[src/rtl/host_wr_capture.sv]
// host_wr_capture
// ----------------
// Host-side capture stage feeding the VRAM write port. Samples the
// asynchronous host memory bus into the dot-clock domain, rejects strobe
// glitches shorter than MIN_LOW synchronized samples, keeps a 2-bit bank
// register and issues one single-cycle VRAM write per completed host write.
//
// Parameters:
//   MIN_LOW        synchronized low samples needed for a real cycle (1..7)
//
// Ports:
//   clk            dot clock
//   rst            synchronous, active-high reset
//   hostBusAddr    host address A10..A0 (async, sampled while strobe low)
//   hostBusDataIn  host data (async, sampled while strobe low)
//   nHostWMEM      host write strobe, active low
//   nHostRMEM      host read strobe, active low
//   nHostVRAMEn    VRAM window select, active low
//   nHostBankRegEn bank register select, active low
//   hostWrAddr     VRAM write address {bank, addr}, holds between pulses
//   hostWrData     VRAM write data, holds between pulses
//   hostWr         one-cycle VRAM write enable
//   bankReg        current bank register
//   hostBusDir     1 = host drives the bus, 0 = FPGA drives
//   hostRdData     data driven onto the bus when hostBusDir = 0
//
// Optional feature: define HOST_BANK_READBACK_EN to let the host read the
// bank register back. Without it the bus is always an input.

module host_wr_capture #(
   parameter int MIN_LOW = 2
) (
   input  logic        clk,
   input  logic        rst,
   input  logic [10:0] hostBusAddr,
   input  logic [7:0]  hostBusDataIn,
   input  logic        nHostWMEM,
   input  logic        nHostRMEM,
   input  logic        nHostVRAMEn,
   input  logic        nHostBankRegEn,
   output logic [12:0] hostWrAddr,
   output logic [7:0]  hostWrData,
   output logic        hostWr,
   output logic [1:0]  bankReg,
   output logic        hostBusDir,
   output logic [7:0]  hostRdData
);

   typedef enum logic [1:0] {
      IDLE  = 2'd0,
      COUNT = 2'd1,
      HELD  = 2'd2
   } stateT;

   localparam logic [2:0] MinLow = 3'(MIN_LOW);

   stateT       state;
   stateT       nextState;
   logic [2:0]  lowCnt;
   logic [2:0]  nextLowCnt;
   logic        captureEn;
   logic        commitEn;

   logic        wrSync1, wrSync2;
   logic        rdSync1, rdSync2;
   logic        vramSync1, vramSync2;
   logic        bankSync1, bankSync2;

   // After reset the synchronizers still hold their idle-high reset values,
   // so a real high sample can only be trusted once the pipe has refilled.
   logic [1:0]  syncFill;
   logic        needHigh;

   logic [10:0] capAddr;
   logic [7:0]  capData;
   logic        capNVram;
   logic        capNBank;
   logic [1:0]  capBank;

   // The read-strobe synchronizer exists for symmetry with the other strobes
   // but no registered logic consumes it; the readback path uses the pins.
   logic        unusedRdSync;
   assign unusedRdSync = rdSync2;

   // Cycle qualification FSM: counts synchronized low samples, captures the
   // bus on every low sample so the last one wins, and requests a commit on
   // the first high sample after the cycle was qualified.
   always_comb begin
      nextState  = state;
      nextLowCnt = lowCnt;
      captureEn  = 1'b0;
      commitEn   = 1'b0;
      case (state)
         IDLE: begin
            if (!wrSync2 && !needHigh) begin
               captureEn  = 1'b1;
               nextLowCnt = 3'd1;
               nextState  = (MinLow == 3'd1) ? HELD : COUNT;
            end
         end
         COUNT: begin
            if (!wrSync2) begin
               captureEn  = 1'b1;
               nextLowCnt = lowCnt + 3'd1;
               if (lowCnt + 3'd1 == MinLow) begin
                  nextState = HELD;
               end
            end else begin
               nextState  = IDLE;
               nextLowCnt = 3'd0;
            end
         end
         HELD: begin
            if (!wrSync2) begin
               captureEn = 1'b1;
            end else begin
               commitEn   = 1'b1;
               nextState  = IDLE;
               nextLowCnt = 3'd0;
            end
         end
         default: begin
            nextState  = IDLE;
            nextLowCnt = 3'd0;
         end
      endcase
   end

   // Synchronizers, state register, holding registers and commit decode.
   // A commit writes VRAM only when exactly the VRAM window was selected and
   // writes the bank register only when exactly the bank select was active.
   always_ff @(posedge clk) begin
      if (rst) begin
         wrSync1    <= 1'b1;
         wrSync2    <= 1'b1;
         rdSync1    <= 1'b1;
         rdSync2    <= 1'b1;
         vramSync1  <= 1'b1;
         vramSync2  <= 1'b1;
         bankSync1  <= 1'b1;
         bankSync2  <= 1'b1;
         syncFill   <= 2'd0;
         needHigh   <= 1'b1;
         state      <= IDLE;
         lowCnt     <= 3'd0;
         capAddr    <= 11'd0;
         capData    <= 8'd0;
         capNVram   <= 1'b1;
         capNBank   <= 1'b1;
         capBank    <= 2'd0;
         hostWr     <= 1'b0;
         hostWrAddr <= 13'd0;
         hostWrData <= 8'd0;
         bankReg    <= 2'd0;
      end else begin
         wrSync1   <= nHostWMEM;
         wrSync2   <= wrSync1;
         rdSync1   <= nHostRMEM;
         rdSync2   <= rdSync1;
         vramSync1 <= nHostVRAMEn;
         vramSync2 <= vramSync1;
         bankSync1 <= nHostBankRegEn;
         bankSync2 <= bankSync1;

         if (syncFill != 2'd2) begin
            syncFill <= syncFill + 2'd1;
         end else if (wrSync2) begin
            needHigh <= 1'b0;
         end

         state  <= nextState;
         lowCnt <= nextLowCnt;
         hostWr <= 1'b0;

         if (captureEn) begin
            capAddr  <= hostBusAddr;
            capData  <= hostBusDataIn;
            capNVram <= vramSync2;
            capNBank <= bankSync2;
            capBank  <= bankReg;
         end

         if (commitEn) begin
            if (!capNVram && capNBank) begin
               hostWr     <= 1'b1;
               hostWrAddr <= {capBank, capAddr};
               hostWrData <= capData;
            end else if (capNVram && !capNBank) begin
               bankReg <= capData[1:0];
            end
         end
      end
   end

`ifdef HOST_BANK_READBACK_EN
   logic [7:0] rdDataReg;

   // Bank readback: the bus turns around directly from the pins so the host
   // sees data within its own read cycle; VRAM reads never turn it around.
   assign hostBusDir = nHostRMEM | nHostBankRegEn;

   always_ff @(posedge clk) begin
      if (rst) begin
         rdDataReg <= 8'd0;
      end else begin
         rdDataReg <= {6'b0, bankReg};
      end
   end

   assign hostRdData = rdDataReg;
`else
   assign hostBusDir = 1'b1;
   assign hostRdData = 8'd0;
`endif

endmodule
[config.mk]
export PLATFORM = sky130hd
export DESIGN_NAME = host_wr_capture
export DESIGN_NICKNAME = d
export VERILOG_FILES = /design/src/rtl/host_wr_capture.sv
export SDC_FILE = /design/constraint.sdc
export NUM_CORES = 1
export LEC_CHECK = 0
export ABC_CLOCK_PERIOD_IN_PS = 4000
export CAP_MARGIN = 10
export CELL_PAD_IN_SITES_DETAIL_PLACEMENT = 1
export CELL_PAD_IN_SITES_GLOBAL_PLACEMENT = 1
export CORE_UTILIZATION = 39
export DETAILED_ROUTE_END_ITERATION = 10
export PLACE_DENSITY_LB_ADDON = 0.1
export SLEW_MARGIN = 20
export SYNTH_ARGS = -nofsm -noshare
export SYNTH_HDL_FRONTEND = slang
export SYNTH_SLANG_ARGS = --single-unit
[constraint.sdc]
create_clock -name clk -period 4 [get_ports clk]
set_input_delay 0.4 -clock clk [delete_from_list [all_inputs] [get_ports clk]]
set_output_delay 0.4 -clock clk [all_outputs]
set_load 0.05 [all_outputs]
Yosys cells after proc, flatten, opt, wreduce, memory -nomap -nowiden --
Index checks and enable logic that the tools add are counted.
Operators by class: bitwise operators 3, $add $sub $neg 2, muxes and demuxes 15, reductions and logical operators 15, equality and inequality tests 7
Operators with widths (count):
- $mux 3 | 3
- $pmux 3 s3 | 1
- $mux 2 | 4
- $ne 2x2->1 const B | 3
- $pmux 2 s3 | 1
- $reduce_and 2->1 | 3
- $reduce_and 3->1 | 2
- $mux 1 | 5
- $logic_not 1->1 | 4
- $reduce_or 2->1 | 2
- $add 3x1->3 const B | 1
- $eq 3x2->1 const B | 1
- $logic_and 1x1->1 | 3
- $ne 3x3->1 const B | 1
- $not 1->1 | 3
- $add 2x1->2 const B | 1
- $eq 2x1->1 const B | 1
- $eq 2x2->1 const B | 1
- $logic_not 2->1 | 1
- $pmux 1 s2 | 1
Word-level totals: output and inout bits 33, logic and storage cells 61, bits of input ports 25, register bits 61

Longest topological paths before layout --
depth in word-level cells 5, mapped depth 7, depth with buffers taken out 6

Worst setup path before layout --
No wires, ideal clock.
path kind register to register, start point reg state[0], end point reg capBank[1], path slack 2.436 ns, arrival 1.437 ns, data required time 3.872 ns, cell stages (with the launch flop) 8, library setup time 0.128 ns, buffers on the path 1, period minus slack after synthesis 1.564 ns, cells stage by stage dfxtp_1 -> inv_1 -> ha_1 -> nor2b_1 -> o21ai_4 -> buf_4 -> mux2i_1 -> nor2_1
Between the ends: cells in the longest elaborated chain, start to end 3
RTL lines:
- start, declared | line 57 | stateT state;
- start signal, assigned | line 171 | state <= nextState;
- $eq 2x2->1 or $eq 2x1->1 (tied branches) | line 93 | case (state)
- $reduce_or 2->1 (no line)
- $pmux 1 s2 * | line 93
- end signal, assigned | line 180 | capBank <= bankReg;
- end, declared | line 78 | logic [1:0] capBank;
Every way passes the cells marked *; elsewhere a longest branch is shown, timed or not. A chain may end at the register's enable or synchronous reset.

Worst setup path in the final report --
start point reg state[0], end point reg capNBank
Between the ends: cells in the longest elaborated chain, start to end 3
RTL lines:
- $eq 2x2->1 or $eq 2x1->1 (tied branches) | line 93
- $reduce_or 2->1 (no line)
- $pmux 1 s2 * | line 93
- end signal, assigned | line 179 | capNBank <= bankSync2;
- end, declared | line 77 | logic capNBank;
Marks and branches as above.

==> impl_metrics.py <==
metrics = {
    "clock_network": {
        "cts_tree": "done",
        "clock_sinks": 61,
        "clk_latency_ns": 0.33,
        "clk_path_buf_depth": 2,
        "cts_setup_buffers": 0,
        "cts_made_buffers": 9,
        "cts.clk_slew.worst_paths_ns": 0.06,
        "cts_resized": 0,
        "cts-htree-levels": 3,
        "ctsHoldBuffers": 0,
        "cts_root_buffer": "clkbuf_8",
    },
    "timing": {
        "tightest_slew_ns": 1.03,
        "hold_ws_ns": 0.412,
        "fin_worst_skew_ns": 0.00578,
        "finalMaxSlewViolations": 0,
        "period_needed_ns": 2.15,
        "fin_crit_sh_pct": 53.7,
        "finalSetupTns_ns": 0,
        "fmaxAchievable_mhz": 466,
        "setup_violations": 0,
        "rsz0062_at_grt": "false",
        "hold_viol_final": 0,
        "relSlewSlack_pct": 31.2,
    },
    "place": {
        "placed_cell_area_um2": 2810,
        "gp_congestion": 0.699,
        "port_buffers": 47,
        "hpwl_um": 2980,
    },
    "run_status": {
        "outcome": "finished, final reports clean",
    },
    "cells_and_area": {
        "final_cell_mix": "dfxtp_1, clkdlybuf4s50_1, nand2_1",
        "nets": 332,
        "nFillCells": 681,
        "fin_area_um2": 3020,
        "seq_area_um2": 1220,
        "postLayoutCoreUtil_pct": 51.3,
        "area_growth_pct": 27.1,
        "final_common_cell": "dfxtp_1",
        "multiInputGateArea_um2": 997,
        "final_layout_size_suffix_gt1_share_pct": 8.88,
        "diodes": 0,
    },
    "floorplanning": {
        "num_rows": 28,
        "core_area_um2": 5890,
        "dieArea_um2": 6410,
        "start_util_pct": 40.4,
        "die_y_um": 80.1,
        "top_level_ports": 58,
        "die_width_um": 80.1,
    },
    "pwr": {
        "seq_power_share_pct": 49.7,
        "power_frac_comb_pct": 13.0,
        "power_mw": 1.32,
        "internal-power_mw": 0.989,
        "power.switching_mw": 0.334,
        "power_density_nw_per_um2": 438,
        "ir_worst_vdd_uv": 199,
        "swShare_pct": 25.2,
        "clkPwrFrac_pct": 37.3,
        "p_leak_nw": 1.28,
    },
    "logic_synthesis": {
        "synth-seq-cells": 61,
        "synthesis.area_um2": 2380,
        "postSynthAreaPerCell_um2": 9.28,
        "yosys_warnings": 0,
        "synth_sequential_area_ratio_pct": 51.4,
        "netlist_instances": 256,
        "yosysUniqueCellTypes": 32,
    },
    "routing": {
        "drtPass1Iterations": 4,
        "viasPerCell": 4.72,
        "antenna_left": 0,
        "post_drt_wl_per_cell_um": 12.6,
        "initialDrtViolationCount": 76,
        "totalWireLength_um": 4780,
        "num_vias": 1790,
        "drc": 0,
    },
    "setup_path": {
        "slowest_stage": "o21ai_4",
        "path_class": "reg2reg",
        "worstPathRequired_ns": 4.22,
        "start_kind": "register",
        "crit_fanout": 25,
        "arrival_ns": 2.37,
        "end_kind": "register",
        "slowest_delay_ns": 0.79,
        "crit_chain": "inv_1, ha_1, nor2b_1, o21ai_4, nor2_1, a211o_1",
    },
    "global_routing": {
        "grt_pass1_wl_um": 7580,
        "grt_pass1_vias": 1638,
        "grt_max_degree": 62,
        "antenna_found_initial": 0,
        "overflow": 0,
        "grt.total_usage_pct": 16.0,
    },
    "min_path": {
        "worstHoldPathType": "reg2reg",
    },
    "job": {
        "maxCapViolCount": 0,
    },
}
==> final timing paths <==
path / from / end / slack (ns) / cells past startpoint
worst max register to register: state[0]$_SDFFE_PP0P_ / capNBank$_SDFFE_PP1P_ / 1.85 / 6
worst min-delay path: bankSync1$_SDFF_PP1_ / bankSync2$_SDFF_PP1_ / 0.41 / 1
worst max-delay path: state[0]$_SDFFE_PP0P_ / capNBank$_SDFFE_PP1P_ / 1.85 / 6
worst min register to register: bankSync1$_SDFF_PP1_ / bankSync2$_SDFF_PP1_ / 0.41 / 1
==> cells by family (layout without fill, tap and decap cells) <==
logic type	count (synthesis)	in the layout	synth area share (%)
xor+xnor	2	2	0.737
flops	61	61	51.4
fa+ha+maj	7	7	3.69
other cells	2	9	0.316
mux	24	24	10.1
buf+inv	31	72	7.74
compound gates	37	37	9.43
simple gates	92	92	16.6
==> Yosys cell counts <==
library cell / instances / area, µm²
buf_2: 2 / 10.0
xor2_1: 1 / 8.76
ha_1: 7 / 87.6
inv_1: 8 / 30.0
nand2_1: 43 / 161
o21ai_4: 1 / 16.3
nand2b_2: 1 / 8.76
or4_1: 1 / 7.51
mux2i_1: 24 / 240
nor2_1: 34 / 128
and4b_2: 1 / 11.3
xnor2_1: 1 / 8.76
dlymetal6s2s_1: 1 / 12.5
a221oi_1: 1 / 8.76
o21ai_0: 1 / 5.00
buf_4: 11 / 82.6
dfxtp_1: 61 / 1220
or2_2: 6 / 37.5
nand4b_1: 2 / 17.5
clkbuf_1: 7 / 26.3
nand2b_1: 1 / 6.26
o21ai_2: 1 / 8.76
nor2b_1: 1 / 6.26
nand3_1: 2 / 10.0
a21oi_1: 25 / 125
o21a_2: 1 / 8.76
conb_1: 2 / 7.51
a211o_1: 2 / 17.5
a21o_1: 3 / 22.5
buf_6: 2 / 22.5
o21ai_1: 1 / 5.00
o22ai_1: 1 / 6.26
==> registers in the layout, summed over array words and instances, names as in the netlist <==
register	count
hostWrAddr	13
capNBank	1
capBank	2
vramSync1	1
bankReg	2
capNVram	1
hostWr	1
lowCnt	3
bankSync2	1
capData	8
capAddr	11
needHigh	1
wrSync2	1
bankSync1	1
hostWrData	8
vramSync2	1
state	2
syncFill	2
wrSync1	1
==> stage by stage <==
step	setup slack, ns	std cells
after CTS	1.77	377
final	1.85	379
after detailed placement	1.78	362
after global routing	1.67	379
after floorplan	2.44	263
after global placement	1.83	362
==> power by group through the flow <==
stage	Sequential (mW)	Combinational, mW	Clock, mW
CTS	0.658	0.173	0.508
finish	0.657	0.172	0.493
floorplan	0.666	0.141	0
detailed placement	0.671	0.173	0
global route	0.661	0.193	0.538
global placement	0.670	0.168	0
==> cell type report <==
type	count	share of cell area (%)
Sequential cell	61	40.4
Multi-Input combinational cell	171	33.0
Timing Repair Buffer	49	16.6
Clock buffer	14	5.72
Tap cell	75	3.11
Inverter	8	0.994
Clock inverter	1	0.166
==> worst max-delay path, delay by kind of cell (launching register included) <==
family | cells | cell delay [ns]
DFF | 1 | 0.35
and+or+nand+nor | 2 | 0.27
adders and majority gates | 1 | 0.26
buffers and inverters | 1 | 0.09
AOI/OAI and AO/OA | 2 | 1.08
==> layer usage <==
metal | track usage (%) | vias up | wire (µm)
li1 | - | 903 | -
met1 | 19.2 | 834 | 2210
met2 | 25.6 | 44 | 2240
met3 | 4.09 | 9 | 224
met4 | 9.64 | 0 | 98
met5 | 0 | - | 0
No activity file was read; power rests on OpenSTA's default activity.
